--- src/rtl/mul4_rr_scheduler.sv ---
// mul4_rr_scheduler
// One combinational 4x4 unsigned multiplier shared among NREQ requesters.
// A round-robin arbiter picks at most one operand pair per cycle. The product,
// tagged with the winning requester index, lands in a single-entry output
// register that drains through a valid/ready handshake.
module mul4_rr_scheduler #(
  parameter int NREQ = 4,
  parameter int IDW  = 2,
  parameter int CNTW = 16
) (
  input  logic              clk,
  input  logic              rst_n,
  input  logic              en,
  input  logic [NREQ-1:0]   req_valid,
  input  logic [NREQ*4-1:0] req_a,
  input  logic [NREQ*4-1:0] req_b,
  output logic [NREQ-1:0]   req_ready,
  output logic              out_valid,
  input  logic              out_ready,
  output logic [7:0]        out_prod,
  output logic [IDW-1:0]    out_id,
  output logic [CNTW-1:0]   op_count
);

  logic [IDW-1:0]  ptr_q, ptr_d;
  logic            out_valid_q, out_valid_d;
  logic [7:0]      out_prod_q, out_prod_d;
  logic [IDW-1:0]  out_id_q, out_id_d;
  logic [CNTW-1:0] op_count_q, op_count_d;

  logic            win_found;
  logic [IDW-1:0]  win_id;
  logic [3:0]      win_a;
  logic [3:0]      win_b;
  logic [7:0]      win_prod;
  logic            issue;
  logic [NREQ-1:0] grant;
  int              scan_idx;

  // Search requesters starting at ptr and wrapping; the first valid one wins
  // and its operand pair is steered to the multiplier.
  always_comb begin
    win_found = 1'b0;
    win_id    = '0;
    win_a     = '0;
    win_b     = '0;
    scan_idx  = 0;
    for (int k = 0; k < NREQ; k++) begin
      scan_idx = int'(ptr_q) + k;
      if (scan_idx >= NREQ) begin
        scan_idx = scan_idx - NREQ;
      end
      if (!win_found && req_valid[scan_idx]) begin
        win_found = 1'b1;
        win_id    = IDW'(scan_idx);
        win_a     = req_a[scan_idx*4 +: 4];
        win_b     = req_b[scan_idx*4 +: 4];
      end
    end
  end

  // The shared multiplier: zero-extended operands give the full 8-bit product.
  always_comb begin
    win_prod = {4'b0000, win_a} * {4'b0000, win_b};
  end

  // Issue only when enabled, someone is asking, the output slot is free or
  // draining this cycle, and reset is not held; the grant is a one-hot of the winner.
  always_comb begin
    issue = rst_n & en & win_found & (~out_valid_q | out_ready);
    grant = '0;
    if (issue) begin
      grant[win_id] = 1'b1;
    end
  end

  // Next-state: an issue reloads the output register and advances the pointer
  // and counter; otherwise an accepted result just clears the valid flag.
  always_comb begin
    ptr_d       = ptr_q;
    out_valid_d = out_valid_q;
    out_prod_d  = out_prod_q;
    out_id_d    = out_id_q;
    op_count_d  = op_count_q;
    if (issue) begin
      out_valid_d = 1'b1;
      out_prod_d  = win_prod;
      out_id_d    = win_id;
      ptr_d       = (win_id == IDW'(NREQ - 1)) ? '0 : win_id + IDW'(1);
      op_count_d  = op_count_q + CNTW'(1);
    end else if (out_valid_q && out_ready) begin
      out_valid_d = 1'b0;
    end
  end

  // State registers with synchronous active-low reset; reset discards any result.
  always_ff @(posedge clk) begin
    if (!rst_n) begin
      ptr_q       <= '0;
      out_valid_q <= 1'b0;
      out_prod_q  <= '0;
      out_id_q    <= '0;
      op_count_q  <= '0;
    end else begin
      ptr_q       <= ptr_d;
      out_valid_q <= out_valid_d;
      out_prod_q  <= out_prod_d;
      out_id_q    <= out_id_d;
      op_count_q  <= op_count_d;
    end
  end

  // Drive the outputs straight from the registers and the combinational grant.
  always_comb begin
    req_ready = grant;
    out_valid = out_valid_q;
    out_prod  = out_prod_q;
    out_id    = out_id_q;
    op_count  = op_count_q;
  end

endmodule

--- config.mk ---
export PLATFORM = sky130hd
export DESIGN_NAME = mul4_rr_scheduler
export DESIGN_NICKNAME = d
export VERILOG_FILES = /design/src/rtl/mul4_rr_scheduler.sv
export SDC_FILE = /design/constraint.sdc
export NUM_CORES = 1
export LEC_CHECK = 0
export ABC_AREA = 1
export CORE_MARGIN = 4
export CORE_UTILIZATION = 56
export CTS_CLUSTER_SIZE = 12
export DETAILED_ROUTE_END_ITERATION = 10
export GPL_TIMING_DRIVEN = 0
export HOLD_SLACK_MARGIN = 0.08
export MAX_ROUTING_LAYER = met4
export PLACE_DENSITY = 0.95
export RECOVER_POWER = 100
export SETUP_SLACK_MARGIN = 0.1
export SLEW_MARGIN = 20
export SYNTH_ARGS = -nofsm -noshare
export SYNTH_HDL_FRONTEND = slang
export SYNTH_SLANG_ARGS = --single-unit
export TNS_END_PERCENT = 20
--- constraint.sdc ---
create_clock -name clk -period 9.43 [get_ports clk]
set_clock_uncertainty 0.05 [all_clocks]
set_input_delay 2.3575 -clock clk [delete_from_list [all_inputs] [get_ports clk]]
set_output_delay 2.3575 -clock clk [all_outputs]
set_load 0.02 [all_outputs]
Yosys cells after proc, flatten, opt, wreduce, memory -nomap -nowiden
Index checks and enable logic that the tools add are counted.
{ "word_totals": {"register_bits": 29, "inputBits": 40, "out_inout_bits": 31, "elab_cells": 86} }
{ "op_classes": {"add_sub_neg": 9, "mul": 1, "n_lt_le_gt_ge": 10, "n_eq_ne": 1, "shifts": 8, "n_mux": 38, "n_bitwise": 5, "n_reduce_logical": 9} }
{ "ops": {"columns": ["operator", "count"], "rows": [
  ["indexed part select 16 x 32 -> 4 bit", 8],
  ["< comparator 32 x 4 -> 1 bit (second input constant)", 4],
  ["2-to-1 mux 32 bit", 4],
  ["2-to-1 mux 4 bit", 9],
  ["adder 16 x 1 -> 16 bit (second input constant)", 1],
  ["2-to-1 mux 1 bit", 15],
  ["subtractor 3 x 3 -> 4 bit (second input constant)", 3],
  ["2-to-1 mux 2 bit", 5],
  ["greater-or-equal comparator 3 bit (second input constant)", 3],
  ["binary-select mux 1 bit (select 2 bit)", 4],
  ["multiplier 4 x 4 -> 8 bit", 1],
  ["adder 2 x 2 -> 3 bit (second input constant)", 2],
  ["logical AND 1 bit", 5],
  ["subtractor 2 x 3 -> 4 bit (second input constant)", 1],
  ["adder 2 x 1 -> 3 bit (second input constant)", 1],
  ["bitwise AND 1 bit", 3],
  ["greater-or-equal comparator 2 x 3 -> 1 bit (second input constant)", 1],
  ["zero test 1 bit", 3],
  ["< comparator 2 x 3 -> 1 bit (second input constant)", 1],
  ["adder 2 x 1 -> 2 bit (second input constant)", 1],
  ["demux 1 bit (select 2 bit)", 1],
  ["== test 2 bit (second input constant)", 1],
  ["greater-or-equal comparator 2 x 1 -> 1 bit (second input constant)", 1],
  ["nonzero test 2 bit", 1],
  ["2 further kinds", 2]
]} }

Longest topological paths before layout
{ "depth": {"ltp_word": 20, "depth_mapped": 26} }

Worst setup path after synthesis
OpenSTA, ideal clock, no wires.
{ "synth_timing": {"path_kind": "input port to output port", "start": "in req_valid[1]", "end": "out req_ready[3]", "t_arrival_ps": 3668, "required_ps": 7023, "setup_slack_ps": 3355, "cell_stages": 13, "path_cell_list": "nand2_1 nand2_1 nand2_2 nand2_4 inv_4 nand3_4 buf_6 nand3_1 nand2_1 inv_1 ha_1 inv_1 nor2_1"} }
{ "synth_between": {"elab_chain_len": 18, "word_cells_on_any_way": 34, "cone_classes": "order compare: 2; mux: 23; bitwise: 2; reduce/logical: 7"} }
{ "synth_rtl": {"columns": ["item", "line", "source"], "rows": [
  ["from (decl)", "14", "input logic [NREQ-1:0] req_valid,"],
  ["binary-select mux 1 bit (select 2 bit)", "53", "if (!win_found && req_valid[scan_idx]) begin"],
  ["2-to-1 mux 1 bit (not written as such) (2 in a row)", "53", null],
  ["2-to-1 mux 1 bit", "53", null],
  ["zero test 1 bit", "53", null],
  ["logical AND 1 bit", "53", null],
  ["2-to-1 mux 1 bit", "53", null],
  ["zero test 1 bit", "53", null],
  ["logical AND 1 bit", "53", null],
  ["[2 not listed]", null, null],
  ["logical AND 1 bit", "53", null],
  ["2-to-1 mux 2 bit (*)", "53", null],
  ["named net win_id[0]", "32", "logic [IDW-1:0] win_id;"],
  ["< comparator 2 x 3 -> 1 bit (not written as such) / greater-or-equal comparator 2 x 1 -> 1 bit (equally long branches)", "73", "grant[win_id] = 1'b1;"],
  ["logical AND 1 bit (not written as such)", "73", null],
  ["2-to-1 mux 1 bit (not written as such)", "73", null],
  ["demux 1 bit (select 2 bit) (*)", "73", null],
  ["2-to-1 mux 4 bit (*)", "72", "if (issue) begin"],
  ["to (decl)", "17", "output logic [NREQ-1:0] req_ready,"]
]} }
Mark *: on every way through the listed nets, which the timed path passes. The rest lies on a longest branch. The select of a mux whose other input is x is not followed.

Final worst setup path
{ "layout_timing": {"start": "in req_valid[2]", "end": "out req_ready[1]"} }
Same word-level chain as after synthesis.

==> summary.md <==
| Metric | Value |
|---|---|
| Most common cell in the netlist | nand2_1 |
| Synth-to-layout area growth | 26.6% |
| Postcts setup bufs | 0 |
| # IOs | 71 |
| First-pass GRT wire length | 16.9 mm |
| Post-synth top area share | 20.3% |
| Via-per-instance ratio | 5.82 |
| Sw Ratio | 55.9% |
| Die Ht | 83.4 µm |
| CP Class | in -> out |
| Final Net Count | 683 |
| Share of layout cells above drive strength 1 | 5.99% |
| Post-synth EDFFs | 0 |
| Synth cell count leaders | nand2_1, inv_1, nor2_1 |
| Run status | finished clean |
| DR vias | 4,013 |
| Setup crit end | req_ready[1] |
| Synth area leader | nand2_1 |
| Async set or reset register ratio after synthesis | 0% |
| Fin crit share | 87.4% |
| Number of global-route vias before repair | 3,737 |
| LEAKAGE | 2.03 nW |
| Clock transition at path regs | 0.07 ns |
| Critical path required time | 7.02 ns |
| Antenna cell count | 0 |
| Cell variety after synth | 39 |
| Drt first pass iters | 7 |
| Setup slack, reg-to-reg | 4.20 ns |
| Achievable Freq | 0.121 GHz |
| Worst-Skew Late Latency | 0.29 ns |
| R2R cell count | 23 |
| Peak supply drop | 0.367 mV |
| H-tree depth | 2 |
| CP startpoint kind | input pin |
| Final wirelength | 10.4 mm |
| Rows | 27 |
| Mapped Avg Cell Area | 5.89 µm² |
| Hold-fix buffers at CTS | 0 |
| Comb power frac | 80.0% |
| Worst slew margin | 60.0% |
| Initial core utilization | 57.8% |
| Sequential fraction of the synthesis area | 18.3% |
| Cell Area, Synth | 3180 µm² |
| Top_reg_cell synth | dfxtp_1 |
| Clk sinks | 29 |
| Final hold viol count | 0 |
| CTS max path bufs | 2 |
| CTS tree | yes |
| Hold crit path type | reg -> reg |
| Worst setup EP type | primary output |
| Switch Pwr | 821 µW |
| Filler instances | 485 |
| Yosys reg bits | 29 |
| Tmin final | 8.24 ns |
| RSZ-0062 raised after global routing | false |
| Root buffer cell | clkbuf_8 |
| Flop pwr share | 10.8% |
| Drt initial violations | 443 |
| Largest net degree at the start of global routing | 12 |
| Final TNS setup | 0 ns |
| Pwr Density | 365 nW/µm² |
| IO Port Bufs | 70 |
| Post-DRT Antenna Nets | 0 |
| Resized cells post-CTS | 0 |
| Antenna violations before repair | 0 |
| Clk network pwr share | 9.2% |
| Clock buffer count from CTS | 5 |
| Final setup fails | 0 |
| Drt wl/cell | 15.1 µm |
| Gpl congestion | 0.962 |
| Worst Path Max Fanout | 10 |
| Dpl hpwl | 7.73 mm |
| Detailed-route DRC error count | 0 |
| RR Endpoint | out_prod[6] |
| Crit path DAT | 5.83 ns |
| Core area | 5510 µm² |
| Final Max Slew Viols | 0 |
| Max Cap Viol | 0 |
| Die area | 6950 µm² |
| Critical Path Start | req_valid[2] |
| Worst Tran Pin Value | 0.601 ns |
| Top cells by area, synth | nand2_1, dfxtp_1, ha_1 |
| Syn Nets | 606 |
| R2R Path Start | ptr_q[1] |
| GRT overflow | 0 |
| Mapped Cells | 540 |
| Die W | 83.4 µm |
| Synth Warn # | 0 |
| Total GRT Usage | 29.6% |
| Power Internal | 647 µW |
| Final Util | 73.1% |
## critical path, stage by stage
cell and delay, ns:
dlygate4sd3_1 0.56, inv_1 0.05, nand2_1 0.07, nand3_1 0.15, nand2_1 0.43, clkinvlp_2 0.38, nand3_1 0.32, buf_6 0.20
nand3_1 0.08, nand2_1 0.18, inv_1 0.10, ha_1 0.20, inv_1 0.05, nor2_1 0.03, dlygate4sd3_1 0.66
## cell type report
| cell class | instances | area [µm²] | share of cell area, % |
|---|---|---|---|
| Tap cell | 72 | 90.1 | 2.24 |
| Sequential cell | 29 | 581 | 14.4 |
| Clock buffer | 7 | 86.3 | 2.14 |
| Multi-Input combinational cell | 420 | 2160 | 53.6 |
| Buffer | 21 | 114 | 2.83 |
| Inverter | 70 | 268 | 6.65 |
| Timing Repair Buffer | 70 | 701 | 17.4 |
| Clock inverter | 1 | 30.0 | 0.746 |
## cells in the final DEF (no fill, tap or decap), drive strengths merged, types with 2 or more instances in the layout
cell type,netlist,routed
nand2,176,176
inv,70,68
o21ai,63,63
nor2,51,51
nand3,44,44
clkdlybuf4s50,0,39
dlygate4sd3,0,31
dfxtp,29,29
a21oi,22,22
ha,22,22
clkbuf,5,16
buf,16,12
nand4,8,8
o22ai,6,6
xnor2,5,5
and3,4,4
xor2,4,4
fa,4,4
clkinvlp,0,2
nor3,2,2
o21bai,2,2
## logic make-up (layout without fill, tap and decap cells)
family / Yosys count / in the layout / share of synthesized area, %
AND/OR/NAND/NOR: 288 / 288 / 39.5
AO/OA/AOI/OAI: 97 / 97 / 16.1
buffers and inverters: 91 / 169 / 12.6
flip-flops: 29 / 29 / 18.3
adder cells (fa/ha/maj): 26 / 26 / 11.2
XOR/XNOR: 9 / 9 / 2.48
## through the flow
| step | setup WS [ns] | cell area [µm²] | hold slack (ns) | power (mW) | cells |
|---|---|---|---|---|---|
| global route | 0.998 | 4030 | 0.454 | 1.63 | 690 |
| finish | 1.19 | 4030 | 0.425 | 1.47 | 690 |
| global placement | 2.24 | 3970 | 0.410 | 1.29 | 682 |
| detailed placement | 2.19 | 3970 | 0.421 | 1.33 | 682 |
| CTS | 2.16 | 4090 | 0.430 | 1.47 | 690 |
| floorplan | 3.35 | 3180 | 0.491 | 1.04 | 540 |
## flip-flops by register name, summed over array words and instances (netlist names)
| signal | cells |
|---|---|
| out_prod | 8 |
| ptr_q | 2 |
| op_count | 16 |
| out_valid | 1 |
| out_id | 2 |
## power groups by stage
stage,clock network (mW),registers [mW],logic (mW)
global route,0.137,0.160,1.33
CTS,0.133,0.159,1.18
floorplan,0,0.176,0.860
detailed placement,0,0.161,1.17
global placement,0,0.160,1.13
finish,0.135,0.159,1.17
## worst min-delay path by stage
stage | from | endpoint | slack, ns | cells past startpoint
after detailed placement | out_prod[3] | out_prod[3] | 0.42 | 2
after global routing | out_id[1] | out_id[1] | 0.45 | 2
after CTS | out_prod[3] | out_prod[3] | 0.43 | 2
final | out_id[1] | out_id[1] | 0.42 | 2
after floorplan | out_prod[1] | out_prod[1] | 0.49 | 2
after global placement | out_prod[3] | out_prod[3] | 0.41 | 2
## routing by layer
metal / track usage [%] / up-vias / part of all wire, %
li1: - / 1899 / -
met1: 36.6 / 1839 / 40
met2: 50.6 / 230 / 48
met3: 3.27 / 45 / 9.2
met4: 9.21 / 0 / 2.7
met5: - / - / 0
No activity file was read; power rests on OpenSTA's default activity.
